==> config.mk <==
export PLATFORM = sky130hd
export DESIGN_NAME = frame_assembler_param_flat
export DESIGN_NICKNAME = d
export VERILOG_FILES = /design/src/rtl/frame_assembler_param_if.sv /design/src/rtl/frame_assembler_param.sv /design/src/flat_wrapper.sv
export SDC_FILE = /design/constraint.sdc
export NUM_CORES = 1
export LEC_CHECK = 0
export CAP_MARGIN = 20
export CORE_MARGIN = 2
export CORE_UTILIZATION = 45
export CTS_BUF_LIST = sky130_fd_sc_hd__clkbuf_4 sky130_fd_sc_hd__clkbuf_8
export CTS_CLUSTER_DIAMETER = 100
export DETAILED_ROUTE_END_ITERATION = 8
export HOLD_SLACK_MARGIN = 0.03
export PLACE_DENSITY = 0.87
export SETUP_SLACK_MARGIN = 0.3
export SKIP_LAST_GASP = 1
export SLEW_MARGIN = 10
export SYNTH_ARGS = -nofsm -noshare
export SYNTH_HDL_FRONTEND = slang
export SYNTH_SLANG_ARGS = --single-unit
export TNS_END_PERCENT = 5
==> constraint.sdc <==
create_clock -name clock -period 1.6 [get_ports clock]
set_input_delay 0.16 -clock clock [delete_from_list [all_inputs] [get_ports clock]]
set_output_delay 0.16 -clock clock [all_outputs]
set_load 0.03 [all_outputs]
==> src/rtl/frame_assembler_param_if.sv <==
// Bus bundle for the frame assembler: tick/arm inputs, sound and flight-table
// read ports, transmit-RAM write port and transmitter handshake.
interface frame_assembler_param_if #(
  parameter int DW     = 32,
  parameter int SA_W   = 9,
  parameter int PA_W   = 8,
  parameter int AW     = 10,
  parameter int FCNT_W = 4
) ();
  logic              timer;
  logic              msec;
  logic [SA_W-1:0]   snd_rd;
  logic [DW-1:0]     snd_data;
  logic [PA_W-1:0]   par_rd;
  logic [DW-1:0]     par_data;
  logic              wr_en;
  logic [AW-1:0]     wr_addr;
  logic [DW-1:0]     wr_data;
  logic              frame_rdy;
  logic [FCNT_W-1:0] frame_cnt;
  logic              tx_start;
  logic              tx_busy;
  logic              overrun;

  modport master (
    input  timer, msec, snd_data, par_data, tx_busy,
    output snd_rd, par_rd, wr_en, wr_addr, wr_data, frame_rdy, frame_cnt,
           tx_start, overrun
  );

  modport slave (
    output timer, msec, snd_data, par_data, tx_busy,
    input  snd_rd, par_rd, wr_en, wr_addr, wr_data, frame_rdy, frame_cnt,
           tx_start, overrun
  );
endinterface

==> src/rtl/frame_assembler_param.sv <==
// Per-msec frame builder: copies sound words, a rolling window of flight
// parameters and an XOR checksum into transmit RAM, then kicks the transmitter.
module frame_assembler_param #(
  parameter int DW        = 32,
  parameter int SND_WORDS = 500,
  parameter int PAR_WORDS = 12,
  parameter int PAR_TOTAL = 190,
  parameter int SA_W      = 9,
  parameter int PA_W      = 8,
  parameter int AW        = 10,
  parameter int FCNT_W    = 4
) (
  input  logic                   clock,
  input  logic                   reset,
  frame_assembler_param_if.master bus
);

  typedef enum logic [2:0] {IDLE, WAIT_FRAME, SND, PAR, CSUM, DONE} state_t;

  state_t            state, state_nxt;
  logic              msec_q, msec_edge;
  logic [SA_W-1:0]   snd_rd;
  logic [PA_W-1:0]   par_rd, par_cnt;
  logic [AW-1:0]     wr_addr, wcnt;
  logic [DW-1:0]     wr_data, csum, word;
  logic [FCNT_W-1:0] frame_cnt;
  logic              frame_rdy, overrun;
  // vld_pipe[0]: read issued last cycle (data now on the bus); vld_pipe[1]: write out
  logic [1:0]        vld_pipe;
  logic              src_par, src_csum;
  logic              start_frame, snd_issue, par_issue, csum_issue, tx_start, busy_st;
  logic              snd_last, par_last, par_wrap;

  assign msec_edge = bus.msec & ~msec_q;
  assign snd_last  = (snd_rd == SA_W'(SND_WORDS - 1));
  assign par_last  = (par_cnt == PA_W'(PAR_WORDS - 1));
  assign par_wrap  = (par_rd == PA_W'(PAR_TOTAL - 1));

  always_ff @(posedge clock) begin
    if (reset) state <= IDLE;
    else       state <= state_nxt;
  end

  always_comb begin
    state_nxt = state;
    case (state)
      IDLE:       if (bus.timer) state_nxt = WAIT_FRAME;
      WAIT_FRAME: if (msec_edge) state_nxt = SND;
      SND:        if (snd_last)  state_nxt = PAR;
      PAR:        if (par_last)  state_nxt = CSUM;
      CSUM:       state_nxt = DONE;
      DONE:       if (tx_start)  state_nxt = WAIT_FRAME;
      default:    state_nxt = IDLE;
    endcase
  end

  // DONE holds off tx_start until the checksum write has left the pipe
  always_comb begin
    start_frame = (state == WAIT_FRAME) && msec_edge;
    snd_issue   = (state == SND);
    par_issue   = (state == PAR);
    csum_issue  = (state == CSUM);
    busy_st     = (state == SND) || (state == PAR) || (state == CSUM) || (state == DONE);
    tx_start    = (state == DONE) && !vld_pipe[0] && !vld_pipe[1] && !bus.tx_busy;
  end

  // checksum tag enters one cycle after the last parameter read, so csum
  // already holds that word when the tag reaches the write stage
  assign word = src_csum ? csum : (src_par ? bus.par_data : bus.snd_data);

  always_ff @(posedge clock) begin
    if (reset) begin
      msec_q    <= 1'b0;
      frame_rdy <= 1'b0;
      frame_cnt <= '0;
      overrun   <= 1'b0;
      snd_rd    <= '0;
      par_rd    <= '0;
      par_cnt   <= '0;
      vld_pipe  <= '0;
      src_par   <= 1'b0;
      src_csum  <= 1'b0;
      wr_addr   <= '0;
      wr_data   <= '0;
      wcnt      <= '0;
      csum      <= '0;
    end else begin
      msec_q    <= bus.msec;
      frame_rdy <= start_frame;
      vld_pipe  <= {vld_pipe[0], snd_issue | par_issue | csum_issue};
      src_par   <= par_issue;
      src_csum  <= csum_issue;
      if (msec_edge && busy_st) overrun <= 1'b1;
      if (start_frame) begin
        frame_cnt <= frame_cnt + FCNT_W'(1);
        snd_rd    <= '0;
      end
      if (snd_issue && !snd_last) snd_rd <= snd_rd + SA_W'(1);
      if (par_issue) begin
        par_rd  <= par_wrap ? '0 : par_rd + PA_W'(1);
        par_cnt <= par_last ? '0 : par_cnt + PA_W'(1);
      end
      if (vld_pipe[0]) begin
        wr_data <= word;
        wr_addr <= wcnt;
        wcnt    <= wcnt + AW'(1);
        csum    <= csum ^ word;
      end
      if (start_frame) begin
        wcnt <= '0;
        csum <= '0;
      end
    end
  end

  assign bus.snd_rd    = snd_rd;
  assign bus.par_rd    = par_rd;
  assign bus.wr_en     = vld_pipe[1];
  assign bus.wr_addr   = wr_addr;
  assign bus.wr_data   = wr_data;
  assign bus.frame_rdy = frame_rdy;
  assign bus.frame_cnt = frame_cnt;
  assign bus.tx_start  = tx_start;
  assign bus.overrun   = overrun;

endmodule

==> src/flat_wrapper.sv <==
// flat-port wrapper written by rule: the top's interface ports become plain ports
module frame_assembler_param_flat 
#(
  parameter int DW        = 32,
  parameter int SND_WORDS = 500,
  parameter int PAR_WORDS = 12,
  parameter int PAR_TOTAL = 190,
  parameter int SA_W      = 9,
  parameter int PA_W      = 8,
  parameter int AW        = 10,
  parameter int FCNT_W    = 4
)
  (clock, reset, bus_timer, bus_msec, bus_snd_data, bus_par_data, bus_tx_busy, bus_snd_rd, bus_par_rd, bus_wr_en, bus_wr_addr, bus_wr_data, bus_frame_rdy, bus_frame_cnt, bus_tx_start, bus_overrun);
  frame_assembler_param_if #(.DW(DW), .SA_W(SA_W), .PA_W(PA_W), .AW(AW), .FCNT_W(FCNT_W)) bus_i ();
  input  logic clock;
  input  logic reset;
  input wire logic [$bits(bus_i.timer)-1:0] bus_timer;
  input wire logic [$bits(bus_i.msec)-1:0] bus_msec;
  input wire logic [$bits(bus_i.snd_data)-1:0] bus_snd_data;
  input wire logic [$bits(bus_i.par_data)-1:0] bus_par_data;
  input wire logic [$bits(bus_i.tx_busy)-1:0] bus_tx_busy;
  output wire logic [$bits(bus_i.snd_rd)-1:0] bus_snd_rd;
  output wire logic [$bits(bus_i.par_rd)-1:0] bus_par_rd;
  output wire logic [$bits(bus_i.wr_en)-1:0] bus_wr_en;
  output wire logic [$bits(bus_i.wr_addr)-1:0] bus_wr_addr;
  output wire logic [$bits(bus_i.wr_data)-1:0] bus_wr_data;
  output wire logic [$bits(bus_i.frame_rdy)-1:0] bus_frame_rdy;
  output wire logic [$bits(bus_i.frame_cnt)-1:0] bus_frame_cnt;
  output wire logic [$bits(bus_i.tx_start)-1:0] bus_tx_start;
  output wire logic [$bits(bus_i.overrun)-1:0] bus_overrun;
  assign bus_i.timer = bus_timer;
  assign bus_i.msec = bus_msec;
  assign bus_i.snd_data = bus_snd_data;
  assign bus_i.par_data = bus_par_data;
  assign bus_i.tx_busy = bus_tx_busy;
  assign bus_snd_rd = bus_i.snd_rd;
  assign bus_par_rd = bus_i.par_rd;
  assign bus_wr_en = bus_i.wr_en;
  assign bus_wr_addr = bus_i.wr_addr;
  assign bus_wr_data = bus_i.wr_data;
  assign bus_frame_rdy = bus_i.frame_rdy;
  assign bus_frame_cnt = bus_i.frame_cnt;
  assign bus_tx_start = bus_i.tx_start;
  assign bus_overrun = bus_i.overrun;
  frame_assembler_param #(.DW(DW), .SND_WORDS(SND_WORDS), .PAR_WORDS(PAR_WORDS), .PAR_TOTAL(PAR_TOTAL), .SA_W(SA_W), .PA_W(PA_W), .AW(AW), .FCNT_W(FCNT_W)) u_core (.clock(clock), .reset(reset), .bus(bus_i));
endmodule
Yosys cells after proc, flatten, opt, wreduce, memory -nomap -nowiden
Index checks and enable logic that the tools add are counted.

cells by class
  reduce and logical (&&, ||, !) cells = 17
  equality and inequality tests = 13
  $add $sub $neg = 5
  multiplexer cells = 12
  bitwise gates (word level) = 5

operators with widths
  operator                                                                 number
  32-bit two-way mux                                                       2
  32-bit bitwise XOR                                                       1
  9-bit two-way mux                                                        2
  3-bit case mux with 6 select lines                                       1
  8-bit by 1-bit adder with 8-bit output, second input constant            2
  8-bit two-way mux                                                        2
  3-bit two-way mux                                                        5
  10-bit by 1-bit adder with 10-bit output, second input constant          1
  9-bit by 1-bit adder with 9-bit output, second input constant            1
  9-bit equality test, second input constant                               1
  8-bit by 4-bit equality test with 1-bit output, second input constant    1
  8-bit equality test, second input constant                               1
  2-bit inequality test, second input constant                             4
  3-bit by 2-bit equality test with 1-bit output, second input constant    2
  3-bit equality test, second input constant                               2
  1-bit logical AND                                                        6
  5-bit AND reduction                                                      1
  4-bit by 1-bit adder with 4-bit output, second input constant            1
  1-bit zero test                                                          4
  3-bit by 1-bit equality test with 1-bit output, second input constant    1
  3-bit zero test                                                          1
  1-bit logical OR                                                         3
  2-bit by 1-bit inequality test with 1-bit output, second input constant  1
  1-bit bitwise OR                                                         2
  other kinds (4)                                                          4

word-level totals
  word-level logic and storage cells = 67
  output and inout bits = 67
  input bits = 69
  register bits = 123

Longest topological paths before layout
Gate-level depths: netlist of the first run.

  depth after elaboration = 6
  depth in mapped cells = 6
  depth with buffers taken out = 6

Worst setup path after synthesis of the first run
Ideal clock, no wire load.

  kind = register to register
  from = reg u_core.snd_rd[4], in the netlist u_core.bus.snd_rd[4]
  to = reg u_core.snd_rd[6], in the netlist u_core.bus.snd_rd[6]
  data required time = 1.469 ns
  clock period less this slack = 1.757 ns
  path buffers = 0
  library setup time = 0.131 ns
  stages on the path, launching flop included = 5
  arrival = 1.626 ns
  slack = -0.157 ns
  cell sequence = dfxtp_1 nand4_1 o41ai_2 or4_1 o21ai_1

between the ends
  word-level cells in the longest chain between the ends = 4
  elaborated cells between the ends (all ways) = 6
  classes of those cells = add/sub: 1; eq/ne: 1; mux: 1; reduce/logical: 3

ends and longest elaborated chain
  item                                                                                            line                         source
  from (decl)                                                                                     frame_assembler_param.sv:22  logic [SA_W-1:0] snd_rd;
  from (signal assigned)                                                                          frame_assembler_param.sv:98  if (snd_issue && !snd_last) snd_rd <= snd_rd + SA_W'(1);
  parallel branches: the longest is 4 deep, another holds 9-bit by 1-bit adder with 9-bit output  -

Parallel ways; which one is timed is not known.
A chain may end at the register's enable or synchronous reset.

Worst setup path in the final report of the first run
  from = reg u_core.par_cnt[2]
  to = reg u_core.par_cnt[2]

between the ends
  word-level cells in the longest chain between the ends = 2
  elaborated cells between the ends (all ways) = 3
  classes of those cells = add/sub: 1; eq/ne: 1; mux: 1

ends and longest elaborated chain
  item                                                                                                      line                                                       source
  from (decl)                                                                                               frame_assembler_param.sv:23                                logic [PA_W-1:0] par_rd, par_cnt;
  from (signal assigned)                                                                                    frame_assembler_param.sv:101                               par_cnt <= par_last ? '0 : par_cnt + PA_W'(1);
  8-bit by 1-bit adder with 8-bit output or 8-bit by 4-bit equality test with 1-bit output (tied branches)  frame_assembler_param.sv:101, frame_assembler_param.sv:36
  8-bit two-way mux (*)                                                                                     frame_assembler_param.sv:101

Every way passes the cells marked *; elsewhere a longest branch is shown, timed or not.

==> run_results.csv, run 1 <==
group,metric,value,unit
floorplan,io_pins,136,
synth,synthArstFlopShare,0,
clocking,holdBufCountCts,0,
clocking,clkSlewWorstSetupHoldPaths,80,ps
power_and_ir_drop,pwr-share-seq,0.477,
placed_design,dp.final_hpwl,9.46,mm
setup_path,crit_slowest_cell,"or4_4",
drt,vias,4937,
synth,synth_common_cells,"dfxtp_1, nor2_1, nand2b_1",
setup_path,critical_path_class,"reg2reg",
setup_path,arrival,1920,ps
synth,yosysMostFrequentCell,"dfxtp_1",
clocking,clk_latency,430,ps
global_route,grt_usage,0.208,
synth,syn_avg_cell_area,9.20,µm²
global_route,grt_max_degree,65,
run_status,failed_checks,"negative setup slack",
floorplan,die_area,13200,µm²
drt,avgViaCountPerCell,5.41,
cells_and_area,n_antenna_cell,0,
cells_and_area,drive_gt1_frac,0.188,
setup_path,crit_path_start_kind,"register",
drt,postRouteAntennaNets,0,
drt,wirelength_met1,5.88,mm
power_and_ir_drop,p_clk_frac,0.419,
synth,yosysWarnings,0,
power_and_ir_drop,p_int,4.90,mW
synth,synth_top_cell_by_area,"dfxtp_1",
power_and_ir_drop,p_sw,1.73,mW
timing,worst_clock_skew,13.5,ps
timing,rsz0062_at_grt,"true",
floorplan,dieHeight,115,µm
clocking,htree_num_levels,4,
global_route,grt_pass1_wl,22.0,mm
power_and_ir_drop,power_frac_comb,0.104,
synth,syn_area,5540,µm²
power_and_ir_drop,p_total,6.62,mW
timing,fin_ws,-9.41,ps
clocking,clock-sinks,123,
drt,drt-pass1-iter-count,7,
synth,syn-instance-count,602,
power_and_ir_drop,vdd_ir_drop_max,0.529,mV
drt,met2_wirelength,7.44,mm
synth,yosys-top-cells-area,"dfxtp_1, nand2b_1, xor2_1, mux2_2, nor2_1",
power_and_ir_drop,p_leak,3.00,nW
run_status,status,"finished, violations left",
timing,period_needed,1610,ps
drt,dr_wl_met3,908,µm
cells_and_area,regArea,2500,µm²
cells_and_area,fillCellCount,972,
synth,yosysUniqueCellTypes,50,
drt,maxUsedRoutingLayer,"met4",
setup_path,cp_cell_sequence,"or4_4 > nor3_4 > a21o_1 > nor2_1",
setup_path,slowest_delay,550,ps
placed_design,globalplace.congestion,0.834,
timing,finalSetupTns,-15.8,ps
power_and_ir_drop,swShare,0.261,
placed_design,placed_cells,871,
placed_design,port_buffers,135,
setup_path,crit_required,1910,ps
timing,slew_headroom,0.734,
clocking,cts_tree,"yes",
cells_and_area,multi_input_area,2970,µm²
timing,slew_violations,0,
min_path,hold_class,"in2reg",
drt,wire_per_inst,15.8,µm
synth,ys_seq_area_frac,0.445,
timing,finalCritPeriodShare,1.01,
global_route,grt_overflow,0,
setup_path,end_kind,"register",
synth,syn_nets,677,
clocking,cts_made_buffers,17,
power_and_ir_drop,power.density,860,nW/µm²
floorplan,coreArea,12000,µm²
setup_path,cp_max_fo,6,
timing,finalHoldViolCount,0,
synth,synth_top_area_frac,0.445,
cells_and_area,fin_nets,828,
synth,synth_edf_count,0,
drt,drt_wl_total,14.5,mm
global_route,grt_pass1_vias,4841,
global_route,antenna_found_initial,0,
drt,drc_errors,0,
run,maxCapViolations,0,
timing,max_freq,621,MHz
synth,synth_ff_type,"dfxtp_1",
synth,ys_ff_latch,123,
cells_and_area,fin_cells,913,
timing,setup_viol,2,
timing,worstMarginPinSlew,394,ps
clocking,cts_root_buf,"clkbuf_8",
floorplan,dieWidth,115,µm
floorplan,rows,40,
cells_and_area,syn2layout_area_growth,39.0,%
floorplan,start_util,0.461,
clocking,clockBufferDepth,2,
drt,drt-initial-drc-count,253,
-- per-layer routing --
| metal | track usage | vias to the layer above |
|---|---|---|
| met2 | 0.368 | 177 |
| met4 | 0.0835 | 0 |
| met5 | 0 | - |
| li1 | - | 2389 |
| met3 | 0.0532 | 27 |
| met1 | 0.239 | 2344 |
-- registers in the layout, summed over array words and instances (netlist names) --
register              flops
u_core.bus.frame_rdy      1
u_core.state              3
u_core.src_par            1
u_core.src_csum           1
u_core.bus.frame_cnt      4
u_core.bus.par_rd         8
u_core.bus.snd_rd         9
u_core.wcnt              10
u_core.csum              32
u_core.bus.overrun        1
u_core.bus.wr_data       32
u_core.vld_pipe           2
u_core.bus.wr_addr       10
u_core.msec_q             1
u_core.par_cnt            8
-- power by group through the flow --
stage / Clock (mW) / Combinational, mW / Sequential, mW
2_1_floorplan: 0 / 0.291 / 3.27
3_3_place_gp: 0 / 0.658 / 3.23
3_5_place_dp: 0 / 0.672 / 3.23
4_1_cts: 2.80 / 0.669 / 3.16
5_1_grt: 2.97 / 0.739 / 3.17
6_report: 2.77 / 0.690 / 3.16
-- path summary, 6_finish.rpt --
path	startpoint	end	slack (ps)	depth (start not counted)
worst max register to register	u_core.par_cnt[2]	u_core.par_cnt[2]	-9	4
worst min register to register	u_core.bus.wr_data[28]	u_core.bus.wr_data[28]	470	2
worst max-delay path	u_core.par_cnt[2]	u_core.par_cnt[2]	-9	4
worst min-delay path	reset	u_core.msec_q	100	2
-- placed cells by master, fill, tap and decap left out, types with 12 or more instances in the layout --
| cell | Yosys | layout |
|---|---|---|
| nand2_1 | 23 | 22 |
| dfxtp_1 | 123 | 103 |
| clkbuf_8 | 0 | 17 |
| clkdlybuf4s50_1 | 0 | 69 |
| nand2b_1 | 66 | 64 |
| nand3_1 | 12 | 12 |
| o211ai_1 | 32 | 32 |
| nor2_1 | 76 | 74 |
| a21oi_1 | 48 | 48 |
| dfxtp_2 | 0 | 13 |
| xor2_1 | 44 | 44 |
| buf_4 | 0 | 27 |
| mux2_2 | 32 | 30 |
| dlygate4sd2_1 | 0 | 58 |
-- cell type report --
type | count | share of cell area
multi-input cells | 435 | 0.386
flip-flops and latches | 123 | 0.325
repair buffers | 171 | 0.210
clock buffers | 17 | 0.0304
well taps | 147 | 0.0239
clock inverters | 15 | 0.0216
inverters | 5 | 0.00244
-- through the flow --
step           worst slack, ps  cell area (µm²)  hold slack (ps)  utilization
3_3_place_gp              7.55             7210              443        0.600
2_1_floorplan             50.3             5590              288            -
5_1_grt                  -61.1             7700             87.7        0.641
6_report                 -9.41             7700              102        0.641
3_5_place_dp             -20.9             7210              462        0.600
4_1_cts                  -9.60             7580             81.4        0.631
-- what timing repair did --
action | CTS | global route
setup buffers | 4 | 4
pin swaps | 2 | 13
resized for setup | 102 | 13
endpoints found under the setup margin | 176 | 170
cloned | 0 | 2
-- critical path, delay by kind of cell, from the launching register on --
| kind | cells | cell delay (ps) |
|---|---|---|
| AOI/OAI and AO/OA | 1 | 280 |
| DFF | 1 | 330 |
| and+or+nand+nor | 3 | 890 |
-- logic make-up (layout without fill, tap and decap cells) --
logic type                 count (synthesis)  count (layout)  synth area share
and+or+nand+nor                          228             228             0.216
DFF                                      123             123             0.445
AOI/OAI and AO/OA                        103             103             0.120
xor gates and xnor gates                  55              55            0.0870
buffers and inverters                     44             208            0.0339
muxes                                     43              43            0.0850
adders and majority gates                  6               6            0.0136
Note: power is estimated with default switching activity, not from simulation.
==> run 2: changes to the inputs <==
- GPL_ROUTABILITY_DRIVEN: default -> 0
==> results of run 2 <==
Same layout as run 1: the final DEF is identical, and so are final timing and power.
